## src/rtl/completion_queue_if.sv

```systemverilog
`default_nettype none
// ============================================================================
// Module      : completion_queue_pkg / completion_queue_if
// Description : Core configuration type and the bundle of handshake signals
//               between dispatch, the execution units, the completion queue
//               and the register-file writeback.
//               Modport slave  : the completion queue itself.
//               Modport master : dispatch / execution units / writeback side.
//               Signals:
//                 Flush                      - synchronous queue clear
//                 DispValid/DispReady        - dispatch handshake
//                 DispUnit/DispRd/DispFp     - dispatched entry contents
//                 ResValid/ResReady[3:0]     - per-unit result handshake
//                 ResData[4*XLEN-1:0]        - per-unit result data
//                 WbValid/WbFp/WbRd/WbData   - registered writeback port
//                 Empty                      - no entries outstanding
// Revision    : 1.0 - initial release
// ============================================================================

package completion_queue_pkg;
  typedef struct packed {
    int unsigned XLEN;
  } cvw_t;
endpackage

interface completion_queue_if #(
  parameter int XLEN = 32
);
  logic              Flush;
  logic              DispValid;
  logic              DispReady;
  logic [1:0]        DispUnit;
  logic [4:0]        DispRd;
  logic              DispFp;
  logic [3:0]        ResValid;
  logic [3:0]        ResReady;
  logic [4*XLEN-1:0] ResData;
  logic              WbValid;
  logic              WbFp;
  logic [4:0]        WbRd;
  logic [XLEN-1:0]   WbData;
  logic              Empty;

  modport slave (
    input  Flush, DispValid, DispUnit, DispRd, DispFp, ResValid, ResData,
    output DispReady, ResReady, WbValid, WbFp, WbRd, WbData, Empty
  );

  modport master (
    output Flush, DispValid, DispUnit, DispRd, DispFp, ResValid, ResData,
    input  DispReady, ResReady, WbValid, WbFp, WbRd, WbData, Empty
  );
endinterface

`default_nettype wire

```

## src/rtl/completion_queue.sv

```systemverilog
`default_nettype none
// ============================================================================
// Module      : completion_queue
// Description : In-order completion queue. Records the target unit and
//               destination of each dispatched instruction, accepts results
//               only from the unit owning the oldest entry, and retires them
//               in dispatch order onto a single registered writeback port.
//               Ports:
//                 clk, reset (async, active-high)
//                 bus          - completion_queue_if.slave (all handshakes)
//               Optional (macro COMPLETION_STATS_EN):
//                 HeadStallCnt - cycles the head waits for its result
//                 RetireCnt    - per-unit retired-result counters, 32b each
// Revision    : 1.0 - initial release
// ============================================================================

module completion_queue #(
  parameter completion_queue_pkg::cvw_t P = '{XLEN: 32},
  parameter int DEPTH = 4
) (
  input  wire logic           clk,
  input  wire logic           reset,
`ifdef COMPLETION_STATS_EN
  output logic [31:0]         HeadStallCnt,
  output logic [4*32-1:0]     RetireCnt,
`endif
  completion_queue_if.slave   bus
);

  localparam int               c_xlen  = int'(P.XLEN);
  localparam int               c_aw    = $clog2(DEPTH);
  localparam logic [c_aw:0]    c_depth = (c_aw + 1)'(DEPTH);

  // Entry storage, split per field
  logic [1:0]        r_unit [DEPTH];
  logic [4:0]        r_rd   [DEPTH];
  logic              r_fp   [DEPTH];

  logic [c_aw-1:0]   r_head;
  logic [c_aw-1:0]   r_tail;
  logic [c_aw:0]     r_count;

  logic              r_wb_valid;
  logic              r_wb_fp;
  logic [4:0]        r_wb_rd;
  logic [c_xlen-1:0] r_wb_data;

  logic              w_full;
  logic              w_empty;
  logic              w_push;
  logic              w_pop;
  logic              w_x0;
  logic [1:0]        w_head_unit;
  logic [3:0]        w_res_ready;
  logic [c_xlen-1:0] w_res [4];

  for (genvar u = 0; u < 4; u++) begin : g_res
    assign w_res[u] = bus.ResData[u*c_xlen +: c_xlen];
  end

  assign w_full      = (r_count == c_depth);
  assign w_empty     = (r_count == '0);
  assign w_head_unit = r_unit[r_head];
  // Integer x0 consumes its result but never writes back
  assign w_x0        = (r_rd[r_head] == 5'd0) & ~r_fp[r_head];

  // Only the unit owning the oldest entry is offered ready
  always_comb begin
    w_res_ready = '0;
    if (!w_empty && !bus.Flush) begin
      w_res_ready[w_head_unit] = 1'b1;
    end
  end

  assign w_pop  = |(w_res_ready & bus.ResValid);
  // Readiness depends on registered count only: no push into a full queue
  // even when a pop happens in the same cycle
  assign w_push = bus.DispValid & ~w_full & ~bus.Flush;

  always_ff @(posedge clk) begin
    if (w_push) begin
      r_unit[r_tail] <= bus.DispUnit;
      r_rd[r_tail]   <= bus.DispRd;
      r_fp[r_tail]   <= bus.DispFp;
    end
  end

  always_ff @(posedge clk or posedge reset) begin
    if (reset) begin
      r_head  <= '0;
      r_tail  <= '0;
      r_count <= '0;
    end else if (bus.Flush) begin
      r_head  <= '0;
      r_tail  <= '0;
      r_count <= '0;
    end else begin
      if (w_push) r_tail <= r_tail + 1'b1;
      if (w_pop)  r_head <= r_head + 1'b1;
      case ({w_push, w_pop})
        2'b10:   r_count <= r_count + 1'b1;
        2'b01:   r_count <= r_count - 1'b1;
        default: r_count <= r_count;
      endcase
    end
  end

  // Writeback fields only move on a real strobe, so they hold otherwise
  always_ff @(posedge clk or posedge reset) begin
    if (reset) begin
      r_wb_valid <= 1'b0;
      r_wb_fp    <= 1'b0;
      r_wb_rd    <= '0;
      r_wb_data  <= '0;
    end else begin
      r_wb_valid <= w_pop & ~w_x0;
      if (w_pop && !w_x0) begin
        r_wb_fp   <= r_fp[r_head];
        r_wb_rd   <= r_rd[r_head];
        r_wb_data <= w_res[w_head_unit];
      end
    end
  end

  assign bus.DispReady = ~w_full;
  assign bus.ResReady  = w_res_ready;
  assign bus.Empty     = w_empty;
  assign bus.WbValid   = r_wb_valid;
  assign bus.WbFp      = r_wb_fp;
  assign bus.WbRd      = r_wb_rd;
  assign bus.WbData    = r_wb_data;

`ifdef COMPLETION_STATS_EN
  logic [31:0] r_stall_cnt;

  always_ff @(posedge clk or posedge reset) begin
    if (reset) begin
      r_stall_cnt <= '0;
    end else if (!w_empty && !bus.ResValid[w_head_unit] && !bus.Flush) begin
      r_stall_cnt <= r_stall_cnt + 32'd1;
    end
  end

  assign HeadStallCnt = r_stall_cnt;

  for (genvar u = 0; u < 4; u++) begin : g_retire
    logic [31:0] r_retire_cnt;

    always_ff @(posedge clk or posedge reset) begin
      if (reset) begin
        r_retire_cnt <= '0;
      end else if (w_pop && (w_head_unit == 2'(u))) begin
        r_retire_cnt <= r_retire_cnt + 32'd1;
      end
    end

    assign RetireCnt[u*32 +: 32] = r_retire_cnt;
  end
`endif

endmodule

`default_nettype wire

```

## src/flat_wrapper.sv

```systemverilog
// flat-port wrapper written by rule: the top's interface ports become plain ports
module completion_queue_flat 
#(
  parameter completion_queue_pkg::cvw_t P = '{XLEN: 32},
  parameter int DEPTH = 4
)
  (clk, reset, bus_Flush, bus_DispValid, bus_DispUnit, bus_DispRd, bus_DispFp, bus_ResValid, bus_ResData, bus_DispReady, bus_ResReady, bus_WbValid, bus_WbFp, bus_WbRd, bus_WbData, bus_Empty);
  completion_queue_if #(.XLEN(32)) bus_i ();
  input  wire logic clk;
  input  wire logic reset;
  input wire logic [$bits(bus_i.Flush)-1:0] bus_Flush;
  input wire logic [$bits(bus_i.DispValid)-1:0] bus_DispValid;
  input wire logic [$bits(bus_i.DispUnit)-1:0] bus_DispUnit;
  input wire logic [$bits(bus_i.DispRd)-1:0] bus_DispRd;
  input wire logic [$bits(bus_i.DispFp)-1:0] bus_DispFp;
  input wire logic [$bits(bus_i.ResValid)-1:0] bus_ResValid;
  input wire logic [$bits(bus_i.ResData)-1:0] bus_ResData;
  output wire logic [$bits(bus_i.DispReady)-1:0] bus_DispReady;
  output wire logic [$bits(bus_i.ResReady)-1:0] bus_ResReady;
  output wire logic [$bits(bus_i.WbValid)-1:0] bus_WbValid;
  output wire logic [$bits(bus_i.WbFp)-1:0] bus_WbFp;
  output wire logic [$bits(bus_i.WbRd)-1:0] bus_WbRd;
  output wire logic [$bits(bus_i.WbData)-1:0] bus_WbData;
  output wire logic [$bits(bus_i.Empty)-1:0] bus_Empty;
  assign bus_i.Flush = bus_Flush;
  assign bus_i.DispValid = bus_DispValid;
  assign bus_i.DispUnit = bus_DispUnit;
  assign bus_i.DispRd = bus_DispRd;
  assign bus_i.DispFp = bus_DispFp;
  assign bus_i.ResValid = bus_ResValid;
  assign bus_i.ResData = bus_ResData;
  assign bus_DispReady = bus_i.DispReady;
  assign bus_ResReady = bus_i.ResReady;
  assign bus_WbValid = bus_i.WbValid;
  assign bus_WbFp = bus_i.WbFp;
  assign bus_WbRd = bus_i.WbRd;
  assign bus_WbData = bus_i.WbData;
  assign bus_Empty = bus_i.Empty;
  completion_queue #(.P(P), .DEPTH(DEPTH)) u_core (.clk(clk), .reset(reset), .bus(bus_i));
endmodule
```

## config.mk

```make
export PLATFORM = sky130hd
export DESIGN_NAME = completion_queue_flat
export DESIGN_NICKNAME = d
export VERILOG_FILES = /design/src/rtl/completion_queue_if.sv /design/src/rtl/completion_queue.sv /design/src/flat_wrapper.sv
export SDC_FILE = /design/constraint.sdc
export NUM_CORES = 1
export LEC_CHECK = 0
export CAP_MARGIN = 20
export CORE_AREA = 2 2 97 99
export DETAILED_ROUTE_END_ITERATION = 8
export DIE_AREA = 0 0 99 101
export GPL_TIMING_DRIVEN = 0
export PLACE_DENSITY = 0.91
export SLEW_MARGIN = 20
export SYNTH_ARGS = -nofsm -noshare
export SYNTH_HDL_FRONTEND = slang
export SYNTH_SLANG_ARGS = --single-unit
export TNS_END_PERCENT = 50
```

## constraint.sdc

```tcl
create_clock -name clk -period 8.6 [get_ports clk]
set_input_delay 1.29 -clock clk [delete_from_list [all_inputs] [get_ports clk]]
set_output_delay 1.29 -clock clk [all_outputs]
set_load 0.03 [all_outputs]
```

# Word-level counts from Yosys, hierarchy flattened
# Memory sizes are Yosys's and may differ from the RTL's.
# Cells that the tools add are included.
# W data, S select, Z words.
# word_totals
regBits	46
ram_bits	32
word_cells	56
n_memories	3
# memory_table
memory	words	width	rd	rd_clocked_by_memory_dff	wr	line_no	text
u_core.r_rd	4	5	1	0	1	completion_queue.sv:36	logic [4:0] r_rd [DEPTH];
u_core.r_unit	4	2	1	0	1	completion_queue.sv:35	logic [1:0] r_unit [DEPTH];
u_core.r_fp	4	1	1	0	1	completion_queue.sv:37	logic r_fp [DEPTH];
# classes
n_addsub	4
order_cmp	3
n_eq_ne	3
n_mux	14
bitwise	10
reduce_logical	12
# op_table
cell	count
$bmux W32 S2	1
$mux W32	2
$mux W2	4
$pmux W3 S2	1
$logic_not A5 Y1	1
$add A2 B1 Y2 const B	2
$and A1 B1 Y1	4
$and A4 B4 Y4	1
$mux W4	1
$not A1 Y1	4
$reduce_bool A2 Y1	2
$reduce_or A4 Y1	1
$add A3 B1 Y3 const B	1
$eq A3 B3 Y1 const B	1
$ge A3 B3 Y1 const B	1
$logic_and A1 B1 Y1	3
$logic_not A1 Y1	3
$logic_not A3 Y1	1
$lt A2 B3 Y1 const B	1
$mux W1	3
$mux W3	1
$not A2 Y3	1
$reduce_bool A3 Y1	1
$sub A3 B1 Y3 const B	1
other kinds (4)	4

# Longest topological paths before layout
# Gate-level depths: netlist of the first run.
# An unclocked memory read counts as a cell.
# depth
word_depth	11
depth_mapped	12
mapped_depth_nobuf	9

# Least setup slack after synthesis of the first run
# No wires, ideal clock.
# synth_timing
path_kind	in2out
from	input bus_Flush
to	output bus_ResReady[2]
arrival_ns	2.298
slack_ns	5.012
cell_stages	3
path_buffers	1
path_cell_list	clkbuf_1 > or3b_1 > nor2_1
# synth_between
elab_chain_len	3
# synth_rtl
element	line_no	text
from (decl)	flat_wrapper.sv:11	input wire logic [$bits(bus_i.Flush)-1:0] bus_Flush;
$logic_not A1 Y1	completion_queue.sv:70	if (!w_empty && !bus.Flush) begin
$logic_and A1 B1 Y1	completion_queue.sv:70	
$mux W4	completion_queue.sv:70	
to (decl)	flat_wrapper.sv:19	output wire logic [$bits(bus_i.ResReady)-1:0] bus_ResReady;
# Every way passes these cells.

# Final worst setup path of the first run
# layout_timing
from	register u_core.r_head[0]
to	output bus_ResReady[2]
# layout_between
elab_chain_len	6
# layout_rtl
element	line_no	text
from (decl)	completion_queue.sv:39	logic [c_aw-1:0] r_head;
from (signal assigned)	completion_queue.sv:99	if (w_pop) r_head <= r_head + 1'b1;
$mem_v2 Z4 W2 (*)	--	
$lt A2 B3 Y1 (not written as such) or $ge A2 B1 Y1 (tied branches)	completion_queue.sv:71	w_res_ready[w_head_unit] = 1'b1;
$logic_and A1 B1 Y1 (not written as such)	completion_queue.sv:71	
$mux W1 (not written as such)	completion_queue.sv:71	
$demux W1 S2 (*)	--	
$mux W4 (*)	completion_queue.sv:70	
# Mark *: on every way between the ends. The rest lies on a longest branch, timed or not.

==> results of run 1 <==
## worst paths after layout
check / from / to / slack (ns) / cells past startpoint
worst max-delay path: u_core.r_head[0] / bus_ResReady[2] / 4.54 / 6
worst min-delay path: u_core.bus.WbData[25] / u_core.bus.WbData[25] / 0.50 / 1
worst max register to register: u_core.r_head[0] / u_core.r_count[1] / 5.31 / 10
worst min register to register: u_core.bus.WbData[25] / u_core.bus.WbData[25] / 0.50 / 1
max in group asynchronous: reset / u_core.r_count[1] / 6.78 / 3
min in group asynchronous: reset / u_core.bus.WbData[0] / 1.30 / 2
## state kept, by name, indices dropped and copies added, names as in the netlist
register	flops
u_core.bus.WbData	32
u_core.bus.WbFp	1
u_core.bus.WbValid	1
u_core.r_count	3
u_core.r_fp	4
u_core.r_tail	2
u_core.bus.WbRd	5
u_core.r_rd	20
u_core.r_head	2
u_core.r_unit	8
## through the flow
stage / hold WS [ns] / worst slack [ns] / power (mW) / cell area, um2 / std cells
after floorplan: 0.543 / 5.01 / 1.12 / 3970 / 233
after global placement: 0.474 / 4.58 / 1.46 / 5980 / 531
after detailed placement: 0.484 / 4.55 / 1.50 / 6000 / 532
after CTS: 0.504 / 4.50 / 1.77 / 6200 / 548
after global routing: 0.524 / 4.33 / 1.84 / 6200 / 548
final: 0.501 / 4.54 / 1.76 / 6200 / 548
## layer usage
metal | global-route usage | up-vias | wire length, um
met1 | 0.264 | 1496 | 4160
met4 | 0.0938 | 0 | 333
li1 | - | 1320 | -
met5 | 0 | - | 0
met2 | 0.412 | 130 | 6170
met3 | 0.0444 | 23 | 737
## worst max-delay path, cell delays in order (launching register included)
cell	delay (ns)
dfrtp_1	0.44
buf_6	0.21
mux4_2	0.50
buf_4	0.20
buf_2	0.25
nor2_1	0.14
clkdlybuf4s50_1	0.68
## cell type report
class | count | area, um2
Buffer | 16 | 100
Clock buffer | 10 | 128
Clock inverter | 6 | 70.1
Fill cell | 616 | 2780
Inverter | 5 | 18.8
Multi-Input combinational cell | 134 | 1740
Sequential cell | 78 | 2110
Tap cell | 111 | 139
Timing Repair Buffer | 188 | 1890
## cells by family (layout without fill, tap and decap cells)
family / after synthesis / in the layout
multiplexers: 82 / 82
flip-flops: 78 / 78
adder cells (fa/ha/maj): 5 / 5
AO/OA/AOI/OAI: 11 / 11
AND/OR/NAND/NOR: 33 / 33
XOR/XNOR: 3 / 3
buffers and inverters: 21 / 225
## report_power, final
group | total [mW] | internal (mW) | switching [mW]
clock | 0.275 | 0.136 | 0.139
sequential | 0.562 | 0.499 | 0.0631
combinational | 0.922 | 0.465 | 0.457
## cells in the final DEF (no fill, tap or decap), types with 2 or more instances in the layout
cell type	instances
clkdlybuf4s50_1	187
dfrtp_1	46
mux4_2	40
edfxtp_1	32
mux2_2	28
mux2_1	9
nand2_1	9
nor2_1	9
clkbuf_8	9
clkbuf_1	6
buf_2	5
mux2i_1	5
and3_1	5
inv_1	4
ha_1	4
buf_6	3
buf_4	3
a21oi_1	3
clkinvlp_4	3
and2_1	2
o21ai_0	2
a22o_1	2
xnor2_1	2
inv_6	2
==> flow_summary_export.csv, run 1 <==
group,metric,value,unit
run_status,status,"finished, final reports clean",
placement,dp_hpwl,9180,um
floorplan,start_util,0.443,
drt,postRouteAntennaNets,0,
worst_setup_path,start_kind,"flop",
yosys,syn_area,3970,um2
yosys,synth_top_area_frac,0.290,
yosys,yosysWarnings,0,
worst_setup_path,worstSetupPathType,"flop to primary output",
yosys,synth_compound_area_frac,0.0233,
clock_tree,clk_path_buf_depth,2,
yosys,synthTopCellsByCount,"dfrtp_1, mux4_2, edfxtp_1",
yosys,syn_avg_cell_area,17.1,um2
yosys,synth.net_count,382,
sta,fmax,246,MHz
sta,clock_skew,0.0120,ns
sta,finalSetupTns,0,ns
drt,drt-vias-per-instance,5.42,
finish,fin_nets,581,
floorplan,fp.dieH,101,um
grt,grt_pass1_wl,17000,um
sta,setup_viol,0,
min_path,hold_path.class,"flop to flop",
yosys,yosysUniqueCellTypes,34,
floorplan,std_cell_rows,35,
yosys,synthCells,233,
sta,worstMarginPinSlew,0.631,ns
clock_tree,cts_root_buf,"clkbuf_8",
yosys,async_flop_share,0.590,
yosys,synthSimpleGateAreaFrac,0.0435,
clock_tree,numCtsBuffers,9,
drt,drtIter0Drc,123,
clock_tree,cts-resized-gates,0,
pwr,p_per_area,284,nW/um2
grt,grt.overflow.total,0,
floorplan,die_w,99,um
sta,slew_headroom,0.579,
placement,routabilityCongestion,0.785,
sta,period_needed,4.06,ns
sta,finalHoldViolCount,0,
sta,grt_setup_unrepaired,"false",
yosys,synth-xor-area-share,0.0101,
clock_tree,cts_hold_buf,0,
finish,fin_util,0.691,
clock_tree,postCtsSetupBuffers,0,
drt,firstDrtPassIters,4,
grt,grt_pass1_vias,3219,
worst_setup_path,worst_ep_arrival_time,2.77,ns
yosys,synth-adder-area-share,0.0176,
floorplan,dieArea,10000,um2
clock_tree,cts.clk_slew.worst_paths,0.08,ns
worst_setup_path,required,7.31,ns
pwr,ir_drop,0.000148,V
yosys,synth_ff_type,"dfrtp_1",
drt,wl,11400,um
yosys,yosysMostFrequentCell,"dfrtp_1",
clock_tree,cts_sinks,78,
clock_tree,htree_levels,3,
yosys,ys_seq_area_frac,0.531,
worst_setup_path,crit_fanout,10,
worst_setup_path,cp-end-kind,"primary output",
drt,vias,2969,
yosys,synth_top_family_by_area,"multiplexers",
yosys,yosysTopAreaCell,"dfrtp_1",
run,drv_cap,0,
finish,drive_gt1_frac,0.229,
yosys,ys_seq_elements,78,
finish,diodes,0,
clock_tree,tritoncts,"done",
grt,antenna_found_initial,0,
pwr,p_leak,2.36,nW
drt,drc,0,
finish,synthToLayoutAreaGrowth,56.1,%
grt,track_usage,0.227,
yosys,synth.mux.area_fraction,0.344,
sta,min_period_over_period,0.472,
grt,grt_max_degree,27,
floorplan,coreArea,8980,um2
sta,drv_slew,0,
placement,portBuffers,187,
yosys,synth_area_leaders,"dfrtp_1, edfxtp_1, mux4_2",
floorplan,pin_count,189,
clock_tree,clk_latency,0.35,ns
drt,wl_per_cell,20.8,um
yosys,synth-edff-count,32,
Power figures use the tool's default switching activity.
==> run 2, diff against run 1 <==
Settings changed: CORE_AREA 2 2 97 99 to 2 2 107 109, DIE_AREA 0 0 99 101 to 0 0 109 111, PLACE_DENSITY 0.91 to 0.81.
Clock period 8.6 ns to 3.5 ns, I/O delays scaled along.
==> run 2 against run 1 <==
Non-clock buffer count stayed put. Combinational power is 140% higher. Utilization is 11 points lower. Hold slack worse by 0.0093 ns. Worst setup slack worse by 4.3 ns. Sequential power is 150% higher. Die area is 21% higher. Global-route usage is 3.5 points lower.
==> flow_summary_export.csv, run 2 (synthesis results as in run 1) <==
group,metric,value,unit
placement,routabilityCongestion,0.744,
finish,layout.cells.non_filler,580,
grt,grt_pass1_vias,3231,
finish,most-common-layout-cells,"clkdlybuf4s50_1, dfrtp_1, mux4_2, edfxtp_1, mux2_2",
clock_tree,postCtsSetupBuffers,0,
worst_setup_path,start_kind,"flop",
sta,clock_skew,0.00910,ns
run_status,status,"finished, final reports clean",
clock_tree,numCtsBuffers,9,
clock_tree,cts.clk_slew.worst_paths,0.06,ns
min_path,min_from,"u_core.bus.WbData[24]",
pwr,comb_power_share,0.483,
pwr,p_switching,1.65,mW
sta,slew_headroom,0.590,
grt,track_usage,0.192,
floorplan,dieArea,12100,um2
sta,holdWs,0.492,ns
drt,drtIter0Drc,129,
sta,finalSetupTns,0,ns
pwr,power_frac_seq,0.296,
floorplan,coreArea,11100,um2
finish,synthToLayoutAreaGrowth,60.6,%
finish,fillers,887,
run,drv_cap,0,
pwr,ir_drop,0.000395,V
floorplan,fp.dieH,111,um
pwr,power,4.66,mW
finish,largest_reg_flops,32,
min_path,hold_path.class,"flop to flop",
finish,finalInstanceArea,6380,um2
placement,placed_cells,564,
placement,dp_hpwl,8980,um
drt,vias,2953,
sta,setup_viol,0,
pwr,p_per_area,730,nW/um2
pwr,p_leak,2.43,nW
pwr,swShare,0.354,
worst_setup_path,required,3.69,ns
floorplan,pin_count,189,
sta,fmax,302,MHz
sta,period_needed,3.31,ns
pwr,p_clk_frac,0.220,
finish,final_common_cell,"clkdlybuf4s50_1",
drt,drc,0,
drt,postRouteAntennaNets,0,
clock_tree,cts_sinks,78,
clock_tree,cts-resized-gates,0,
sta,worstMarginPinSlew,0.614,ns
placement,dpl_cell_area,6050,um2
drt,wl_per_cell,19.6,um
drt,drt-vias-per-instance,5.09,
sta,min_period_over_period,0.945,
sta,finalHoldViolCount,0,
floorplan,die_w,109,um
drt,wl,11400,um
clock_tree,clk_path_buf_depth,2,
grt,grt_pass1_wl,17300,um
grt,antenna_found_initial,0,
clock_tree,clk_latency,0.34,ns
worst_setup_path,cp-end-kind,"flop",
worst_setup_path,reg2reg_depth,10,
clock_tree,cts_hold_buf,0,
pwr,power.internal,3.01,mW
clock_tree,tritoncts,"done",
grt,grt_max_degree,25,
min_path,min_to,"u_core.bus.WbData[24]",
sta,drv_slew,0,
floorplan,std_cell_rows,39,
finish,drive_gt1_frac,0.231,
clock_tree,cts_root_buf,"clkbuf_16",
min_path,hold_depth,1,
finish,diodes,0,
placement,portBuffers,187,
worst_setup_path,crit_fanout,10,
worst_setup_path,worstSetupPathType,"flop to flop",
grt,grt.overflow.total,0,
drt,firstDrtPassIters,4,
floorplan,start_util,0.359,
worst_setup_path,worst_ep_arrival_time,3.50,ns
worst_setup_path,r2r_start,"u_core.r_head[0]",
finish,fin_nets,581,
sta,grt_setup_unrepaired,"false",
worst_setup_path,r2r_slack,0.19,ns
worst_setup_path,reg2reg_to,"u_core.r_count[1]",
clock_tree,htree_levels,3,
[run 2: worst max path at each step]
stage	to	from	cells after the start
finish	u_core.r_count[1]	u_core.r_head[0]	10
global route	u_core.r_count[1]	u_core.r_head[0]	12
CTS	bus_ResReady[2]	u_core.r_head[0]	6
detailed placement	u_core.r_count[1]	u_core.r_head[0]	12
global placement	u_core.r_count[1]	u_core.r_head[0]	10
floorplan	u_core.r_count[1]	u_core.r_head[0]	12
[run 2: routing by layer]
| layer | up-vias | share of wire | GRT usage |
|---|---|---|---|
| met2 | 126 | 0.52 | 0.331 |
| met3 | 30 | 0.086 | 0.0535 |
| li1 | 1331 | - | - |
| met1 | 1466 | 0.36 | 0.212 |
| met4 | 0 | 0.035 | 0.102 |
| met5 | - | 0 | 0 |
[run 2: through the flow]
stage | worst slack, ns | util
4_1_cts | 0.155 | 0.576
3_5_place_dp | 0.154 | 0.546
2_1_floorplan | 0.598 | -
6_report | 0.191 | 0.576
5_1_grt | 0.0216 | 0.576
3_3_place_gp | 0.298 | 0.544
[run 2: worst max-delay path: stages, from the launching register on]
cell and delay, ns:
dfrtp_1 0.43, mux4_2 0.67, or3_1 0.40, o22ai_2 0.31
buf_2 0.30, and2_1 0.17, fa_1 0.41, nand2_1 0.09
nor2_1 0.05, mux2i_1 0.16, o311ai_0 0.15
[run 2: final cells by class]
cell class / instances / area, um2 / area share
sequential: 78 / 2110 / 0.331
inverter: 5 / 18.8 / 0.00294
buffer: 16 / 100 / 0.0157
timing repair buffer: 188 / 1900 / 0.298
clock inverter: 7 / 104 / 0.0163
clock buffer: 9 / 225 / 0.0353
tap: 143 / 179 / 0.0280
multi-input combinational: 134 / 1740 / 0.273
[run 2: power by group through the flow]
stage / clock [mW] / combinational, mW / sequential (mW)
final: 1.03 / 2.25 / 1.38
after global routing: 1.09 / 2.38 / 1.41
after CTS: 1.05 / 2.28 / 1.38
after detailed placement: 0 / 2.28 / 1.40
after global placement: 0 / 2.23 / 1.38
after floorplan: 0 / 0.928 / 1.83
